File: src/rtl/reg_bank.sv
// reg_bank: DEPTH x WIDTH register bank with one addressed update port
// (hold/load/shift/rotate/clear/preset), global synchronous reset and
// preset, and two independent registered write-first read ports.
module reg_bank #(
    parameter int unsigned WIDTH = 8,
    parameter int unsigned DEPTH = 4,
    parameter int unsigned AW    = 2
) (
    input  logic             clk,
    input  logic             Rs,
    input  logic             Pr,
    input  logic [2:0]       op,
    input  logic [AW-1:0]    addr,
    input  logic [WIDTH-1:0] wr_data,
    input  logic             sin,
    input  logic [AW-1:0]    rd_addr_a,
    input  logic [AW-1:0]    rd_addr_b,
    output logic [WIDTH-1:0] rd_data_a,
    output logic [WIDTH-1:0] rd_data_b,
    output logic             sout
);

    typedef enum logic [2:0] {
        OP_HOLD = 3'd0,
        OP_LOAD = 3'd1,
        OP_SHL  = 3'd2,
        OP_SHR  = 3'd3,
        OP_ROTL = 3'd4,
        OP_ROTR = 3'd5,
        OP_CLR  = 3'd6,
        OP_SET  = 3'd7
    } op_t;

    // One extra bit so DEPTH == 2**AW still compares correctly.
    localparam logic [AW:0] DEPTH_L = (AW+1)'(DEPTH);

    logic [WIDTH-1:0] regs     [DEPTH];
    logic [WIDTH-1:0] regs_nxt [DEPTH];
    logic [WIDTH-1:0] cur;
    logic [WIDTH-1:0] rd_a_nxt;
    logic [WIDTH-1:0] rd_b_nxt;
    logic             sout_nxt;
    logic             addr_ok;
    logic             rda_ok;
    logic             rdb_ok;
    op_t              op_e;

    assign op_e    = op_t'(op);
    assign addr_ok = {1'b0, addr}      < DEPTH_L;
    assign rda_ok  = {1'b0, rd_addr_a} < DEPTH_L;
    assign rdb_ok  = {1'b0, rd_addr_b} < DEPTH_L;

    // Next-state of the bank and sout, ignoring Rs (handled in the register block)
    always_comb begin
        for (int unsigned i = 0; i < DEPTH; i++) begin
            regs_nxt[i] = regs[i];
        end
        sout_nxt = sout;
        cur      = '0;
        if (addr_ok) begin
            cur = regs[addr];
        end

        if (Pr) begin
            for (int unsigned i = 0; i < DEPTH; i++) begin
                regs_nxt[i] = '1;
            end
        end else if (addr_ok) begin
            case (op_e)
                OP_HOLD: ;
                OP_LOAD: regs_nxt[addr] = wr_data;
                OP_SHL: begin
                    regs_nxt[addr] = {cur[WIDTH-2:0], sin};
                    sout_nxt       = cur[WIDTH-1];
                end
                OP_SHR: begin
                    regs_nxt[addr] = {sin, cur[WIDTH-1:1]};
                    sout_nxt       = cur[0];
                end
                OP_ROTL: begin
                    regs_nxt[addr] = {cur[WIDTH-2:0], cur[WIDTH-1]};
                    sout_nxt       = cur[WIDTH-1];
                end
                OP_ROTR: begin
                    regs_nxt[addr] = {cur[0], cur[WIDTH-1:1]};
                    sout_nxt       = cur[0];
                end
                OP_CLR:  regs_nxt[addr] = '0;
                OP_SET:  regs_nxt[addr] = '1;
                default: ;
            endcase
        end
    end

    // Write-first read: ports look at the next-state bank, out-of-range reads 0
    always_comb begin
        rd_a_nxt = '0;
        rd_b_nxt = '0;
        if (rda_ok) begin
            rd_a_nxt = regs_nxt[rd_addr_a];
        end
        if (rdb_ok) begin
            rd_b_nxt = regs_nxt[rd_addr_b];
        end
    end

    // State and output registers with synchronous reset taking top priority
    always_ff @(posedge clk) begin
        if (Rs) begin
            for (int unsigned i = 0; i < DEPTH; i++) begin
                regs[i] <= '0;
            end
            sout      <= 1'b0;
            rd_data_a <= '0;
            rd_data_b <= '0;
        end else begin
            for (int unsigned i = 0; i < DEPTH; i++) begin
                regs[i] <= regs_nxt[i];
            end
            sout      <= sout_nxt;
            rd_data_a <= rd_a_nxt;
            rd_data_b <= rd_b_nxt;
        end
    end

endmodule

File: config.mk
export PLATFORM = sky130hd
export DESIGN_NAME = reg_bank
export DESIGN_NICKNAME = d
export VERILOG_FILES = /design/src/rtl/reg_bank.sv
export SDC_FILE = /design/constraint.sdc
export NUM_CORES = 1
export LEC_CHECK = 0
export BUFFER_PORTS_ARGS = -buffer_cell sky130_fd_sc_hd__buf_2
export CAP_MARGIN = 20
export CORE_ASPECT_RATIO = 1.1
export CORE_MARGIN = 1.5
export CORE_UTILIZATION = 39
export DETAILED_ROUTE_END_ITERATION = 6
export GPL_ROUTABILITY_DRIVEN = 0
export PLACE_DENSITY_LB_ADDON = 0.08
export SLEW_MARGIN = 30
export SYNTH_ARGS = -nofsm -noshare
export SYNTH_HDL_FRONTEND = slang
export SYNTH_SLANG_ARGS = --single-unit
File: constraint.sdc
create_clock -name clk -period 4.9 [get_ports clk]
set_input_delay 0.98 -clock clk [delete_from_list [all_inputs] [get_ports clk]]
set_output_delay 0.98 -clock clk [all_outputs]
set_load 0.02 [all_outputs]
# Yosys cells after proc, flatten, opt, wreduce, memory -nomap -nowiden
# Memory sizes are Yosys's and may differ from the RTL's.
# Index checks and enable logic that the tools add are counted.
# W data, S select, Z words.
[op_classes] order_cmp=4 eq_ne=7 muxes=23 n_bitwise=11 n_reduce_logical=5
[ops] operator="$pmux W32 S7" n=1
[ops] operator="$bwmux W32" n=5
[ops] operator="$mux W8" n=9
[ops] operator="$and A32 B32 Y32" n=1
[ops] operator="$bmux W8 S2" n=2
[ops] operator="$mux W32" n=1
[ops] operator="$not A32 Y32" n=1
[ops] operator="$or A32 B32 Y32" n=1
[ops] operator="$demux W8 S2" n=1
[ops] operator="$eq A3 B3 Y1 const B" n=4
[ops] operator="$ge A3 B3 Y1 const B" n=3
[ops] operator="$not A2 Y3" n=3
[ops] operator="$eq A3 B2 Y1 const B" n=2
[ops] operator="$or A1 B1 Y1" n=4
[ops] operator="$reduce_or A2 Y1" n=2
[ops] operator="$eq A3 B1 Y1 const B" n=1
[ops] operator="$lt A3 B1 Y1 const B" n=1
[ops] operator="$mux W1" n=3
[ops] operator="$pmux W1 S2" n=1
[ops] operator="$reduce_and A2 Y1" n=1
[ops] operator="$reduce_bool A2 Y1" n=1
[ops] operator="$logic_and A1 B1 Y1" n=1
[ops] operator="$not A1 Y1" n=1
[totals] reg_bits=17 mem_bits_rw=32 inputBits=21 output_inout_bits=17 word_cells=54 n_memories=1
[mem_list] name="regs" depth=4 word_bits=8 rd=5 rd_ports_with_merged_regs=0 write_ports=4 line_no="37" rtl="logic [WIDTH-1:0] regs [DEPTH];"

# Logic depth before layout (Yosys ltp)
# Gate-level depths: netlist of the first run.
[logic_depth] ltp_word=12 mapped_depth=9 mapped_depth_nobuf=6

# Least setup slack after synthesis of the first run
# Ideal clock, no wire load.
[synth_timing] path_type="input port to flip-flop" start="input port addr[1]" end="register rd_data_a[2]" setup_time_ns=0.132 arrival_time_ns=2.445 slack_ns=2.323 stages=8 n_path_buf=2 cell_sequence="buf_2 -> buf_2 -> mux4_2 -> mux2_4 -> a32oi_4 -> nand3_2 -> o211ai_1 -> a21oi_1"
[synth_via] elab_chain_cells=12
[synth_lines] item="start: declaration" line_no="13" rtl="input logic [AW-1:0] addr,"
[synth_lines] item="$not A2 Y3 (implied by the code)"
[synth_lines] item="$ge A3 B3 Y1 (implied by the code) / $lt A3 B1 Y1 (equally long branches)"
[synth_lines] item="$logic_and A1 B1 Y1 (implied by the code)"
[synth_lines] item="$mux W8 (implied by the code)"
[synth_lines] item="$demux W8 S2"
[synth_lines] item="$not A32 Y32 (no source line)"
[synth_lines] item="$and A32 B32 Y32 (no source line)"
[synth_lines] item="$pmux W32 S7 (*)" line_no="69" rtl="case (op_e)"
[synth_lines] item="$mux W32 (*)" line_no="64" rtl="if (Pr) begin"
[synth_lines] item="$bmux W8 S2 (*)" line_no="100" rtl="rd_a_nxt = regs_nxt[rd_addr_a];"
[synth_lines] item="$mux W8 (implied by the code) (*) (2 in a row)" line_no="100"
[synth_lines] item="end signal: assignment" line_no="121" rtl="rd_data_a <= rd_a_nxt;"
[synth_lines] item="end: declaration" line_no="18" rtl="output logic [WIDTH-1:0] rd_data_a,"
# Mark *: on every way between the ends. The rest lies on a longest branch, timed or not. The select of a mux whose other input is x is not followed.
# A chain may end at the register's enable or synchronous reset.

# Final worst setup path of the first run
[layout_timing] start="input port addr[0]" end="register rd_data_a[1]"
# The elaborated chain is that of the path after synthesis.

==> results.toml, run 1 <==
[yosys]
syn-mean-instance-area_um2 = 8.21
yosysUniqueCellTypes = 68
yosys_most_used_dff = "dfxtp_1"
synthCells = 430
synth_nets = 451
ys_seq_area_frac = 0.278
async_flop_share = 0
synth_area_um2 = 3530
yosys_register_bits = 49
synth_edf_count = 0
ys_warn_count = 0

[sta]
relSlewSlack = 0.391
post-route-period-util = 0.653
finalHoldViolations = 0
fin_setup_tns_ps = 0
fin_skew_ps = 3.26
hold_slack_ps = 617
fmaxAchievable_mhz = 312
setup_violations = 0
slew_viol_final = 0
worst_slew_pin_slew_ps = 912
period_minus_slack_ps = 3200
rsz0062_at_grt = "false"

[setup_path]
crit_path_top_delay_cell = "nor2b_1"
crit_chain = "buf_2, nor2b_1, a21oi_1, mux2_2, o21ai_0, o2bb2ai_1, a211oi_1"
arrival_ps = 3430
slowest_delay_ps = 800
end_kind = "flip-flop"
cp-start-kind = "input port"
path_class = "input port to flip-flop"
crit_required_ps = 5130
path_max_fanout = 21

[pwr]
power_density_nw_per_um2 = 284
ir_drop_mv = 0.132
cellLeakagePower_nw = 1.42
finalPower_mw = 1.08

[drt]
vias = 3520
drc = 0
via_per_inst = 6.37
wire_per_inst_um = 21.5
dr.first_iter.drc_count = 302
ant_nets = 0
wirelength_mm = 11.9
dr.pass1.iters = 5

[cts]
cts_sinks = 49
clk_latency_ps = 310
clk_root_buffer_cell = "clkbuf_8"
clockBufferDepth = 2
h-tree-depth = 2
ctsResizeCount = 0
cts_buffers = 5
hold_buffers = 0
postCtsSetupRepairBufs = 0
cts_tree = "done"
clkTransAtPathRegs_ps = 100

[place]
port_buffers = 37
dp_hpwl_mm = 8.06

[die]
die_h_um = 103
boundaryPins = 38
core_um2 = 8830
die-width_um = 93.7
fp-row-count = 36
start_util = 0.400
die_area_um2 = 9630

[finish]
final_common_cell = "nor2_1"
drive_above_1_share = 0.219
multi_input_area_um2 = 2340
register_area_um2 = 981
nFillCells = 956
finish.net_count = 459
syn2layout_area_growth_pct = 7.76
layout_common_cells = "nor2_1 (57), a21oi_1 (55), dfxtp_1 (49)"
n_antenna_cell = 0
utilization = 0.431

[global_routing]
grt_max_degree = 41
overflow = 0
antenna_found_initial = 0
grt_pass1_wl_mm = 18.5
grtUsageTotal = 0.251
grt_pass1_vias = 3288

[min_path]
hp-class = "flip-flop to flip-flop"

[job]
cap_violations = 0

[run_status]
status = "complete, no violations"
==> report_power, final <==
group / leakage (nW) / internal [mW] / switching, mW / total [mW]
clock: 0.0549 / 0.131 / 0.149 / 0.279
sequential: 0.411 / 0.435 / 0.0207 / 0.456
combinational: 0.956 / 0.130 / 0.217 / 0.346
==> worst max-delay path: cells and delay by family <==
family	cells	cell delay [ps]
AO/OA/AOI/OAI	4	860
multiplexers	1	310
buffers and inverters	1	470
AND/OR/NAND/NOR	1	800
==> Yosys cell counts (6+ instances only) <==
cell | count | share of area
o211ai_1 | 8 | 0.017
a221oi_1 | 8 | 0.020
nor3_1 | 9 | 0.013
dfxtp_1 | 49 | 0.28
nand2b_1 | 6 | 0.011
a31o_1 | 8 | 0.020
nand4_1 | 6 | 0.011
mux4_2 | 7 | 0.045
a21oi_1 | 55 | 0.078
mux2_2 | 13 | 0.041
clkbuf_1 | 20 | 0.021
o21ai_0 | 12 | 0.017
nor2_1 | 58 | 0.062
mux2i_1 | 12 | 0.034
nand3_1 | 6 | 0.0085
nand2_1 | 32 | 0.034
buf_2 | 12 | 0.017
==> flip-flops by register name (all words and copies together) (netlist names) <==
register	count
rd_data_a	8
sout	1
regs	32
rd_data_b	8
==> cell families (layout without fill, tap and decap cells) <==
group,Yosys count,count (layout),synth area share
compound gates,156,156,0.335
simple gates,141,141,0.190
flops,49,49,0.278
buf+inv,46,55,0.0595
mux,33,33,0.124
fa+ha+maj,3,3,0.00850
xor+xnor,2,2,0.00496
==> per-stage QoR <==
step / instance area [µm²] / setup WS, ps / instances
floorplan: 3530 / 2320 / 430
global placement: 3700 / 1460 / 545
detailed placement: 3700 / 1400 / 545
CTS: 3800 / 1720 / 553
global route: 3800 / 1540 / 553
finish: 3800 / 1700 / 553
==> final timing paths <==
kind / start / end / slack, ps / cells after the start
worst max-delay path: addr[0] / rd_data_a[1] / 1700 / 7
worst min-delay path: regs[2][5] / regs[2][5] / 620 / 2
worst max register to register: regs[3][4] / rd_data_b[5] / 2920 / 5
worst min register to register: regs[2][5] / regs[2][5] / 620 / 2
==> final cells by class <==
class | instances | area share
multi-input combinational | 335 | 0.616
sequential | 49 | 0.258
timing repair buffer | 40 | 0.0546
tap | 114 | 0.0375
clock buffer | 7 | 0.0253
inverter | 7 | 0.00691
clock inverter | 1 | 0.00230
==> metal layers <==
metal	track usage	wire length, µm
met5	0	0
met4	0.0792	294
met3	0.0442	794
met1	0.341	5350
met2	0.409	5450
Note: power is estimated with default switching activity, not from simulation.
==> run 2: changes to the inputs <==
- clock period: 4.9 -> 3 ns (I/O delays scaled with it)
==> results.toml, run 2 (same netlist as run 1, synthesis figures left out) <==
[cts]
clkTransAtPathRegs_ps = 90
clk_root_buffer_cell = "clkbuf_8"
cts_buffers = 5
hold_buffers = 0
postCtsSetupRepairBufs = 0
cts_tree = "done"
h-tree-depth = 2
ctsResizeCount = 0
cts_sinks = 49
clockBufferDepth = 2
clk_latency_ps = 310

[sta]
fin_skew_ps = 6.13
relSlewSlack = 0.606
finalHoldViolations = 0
fin_setup_tns_ps = 0
rsz0062_at_grt = "false"
fmaxAchievable_mhz = 412
worst_slew_pin_slew_ps = 590
period_minus_slack_ps = 2430
slew_viol_final = 0
setup_violations = 0
post-route-period-util = 0.809

[job]
cap_violations = 0

[pwr]
ir_drop_mv = 0.215
finalPower_mw = 1.82
power_density_nw_per_um2 = 460
cellLeakagePower_nw = 1.52

[finish]
largest_registers = "regs x32, rd_data_a x8, rd_data_b x8"
utilization = 0.448
instances_no_fill = 572
layout_common_cells = "nor2_1 (58), a21oi_1 (55), dfxtp_1 (49)"
final_common_cell = "nor2_1"
regMostFlops = "regs"
finish.net_count = 478
syn2layout_area_growth_pct = 11.9
drive_above_1_share = 0.247
largest_register_ffs = 32
n_antenna_cell = 0

[die]
boundaryPins = 38
fp-row-count = 36
die_h_um = 103
die-width_um = 93.7
die_area_um2 = 9630
core_um2 = 8830
start_util = 0.400

[setup_path]
arrival_ps = 2620
crit_chain = "buf_2, mux4_2, mux2_2, a32oi_4, a221o_1, a21oi_1"
worstRegToRegCells = 5
path_class = "input port to flip-flop"
end_kind = "flip-flop"
slowest_delay_ps = 620
cp-start-kind = "input port"
crit_path_top_delay_cell = "mux4_2"
crit_end = "rd_data_b[3]"
ff2ff_setup_slack_ps = 1100
startpoint = "addr[0]"
r2r_end = "rd_data_b[3]"
path_max_fanout = 21
crit_required_ps = 3200
reg2reg_from = "regs[3][2]"

[global_routing]
grt_pass1_vias = 3365
grt_max_degree = 36
grtUsageTotal = 0.261
overflow = 0
antenna_found_initial = 0
grt_pass1_wl_mm = 18.9

[drt]
wirelength_mm = 12.0
vias = 3486
dr.first_iter.drc_count = 249
ant_nets = 0
wire_per_inst_um = 21.0
via_per_inst = 6.09
drc = 0
dr.pass1.iters = 5

[run_status]
status = "complete, no violations"

[place]
dp_hpwl_mm = 8.63
port_buffers = 37
placed_cells = 564

[min_path]
hp-class = "flip-flop to flip-flop"
worstHoldPathCells = 3
==> run 2: cell type report <==
| type | count | area [µm²] |
|---|---|---|
| Multi-Input combinational cell | 335 | 2340 |
| Clock buffer | 6 | 72.6 |
| Clock inverter | 2 | 38.8 |
| Inverter | 7 | 26.3 |
| Sequential cell | 49 | 981 |
| Timing Repair Buffer | 59 | 350 |
| Tap cell | 114 | 143 |
| Fill cell | 937 | 4880 |
==> run 2: through the flow <==
stage / area, µm² / worst slack (ps) / hold slack [ps]
final: 3950 / 574 / 604
after global routing: 3950 / 498 / 650
after CTS: 3950 / 577 / 611
after detailed placement: 3840 / 251 / 574
after global placement: 3840 / 272 / 569
after floorplan: 3530 / 803 / 524
==> run 2: worst min-delay path by stage <==
stage,start,to
floorplan,regs[0][0],regs[0][0]
global placement,sout,sout
detailed placement,regs[0][0],regs[0][0]
CTS,sout,sout
global route,regs[3][1],regs[3][1]
finish,sout,sout
==> run 2: critical path, delay by kind of cell <==
family / cells / cell delay, ps
AOI/OAI and AO/OA: 3 / 630
buffers and inverters: 1 / 470
muxes: 2 / 920
==> run 2: power breakdown <==
group          switching [mW]  internal, mW
logic                   0.349         0.227
registers              0.0348         0.710
clock network           0.245         0.251
total                   0.629          1.19
==> run 2: layer usage <==
metal / GRT usage / wire length [µm]
met1: 0.340 / 5290
met2: 0.443 / 5750
met3: 0.0376 / 683
met4: 0.0884 / 263
met5: 0 / 0
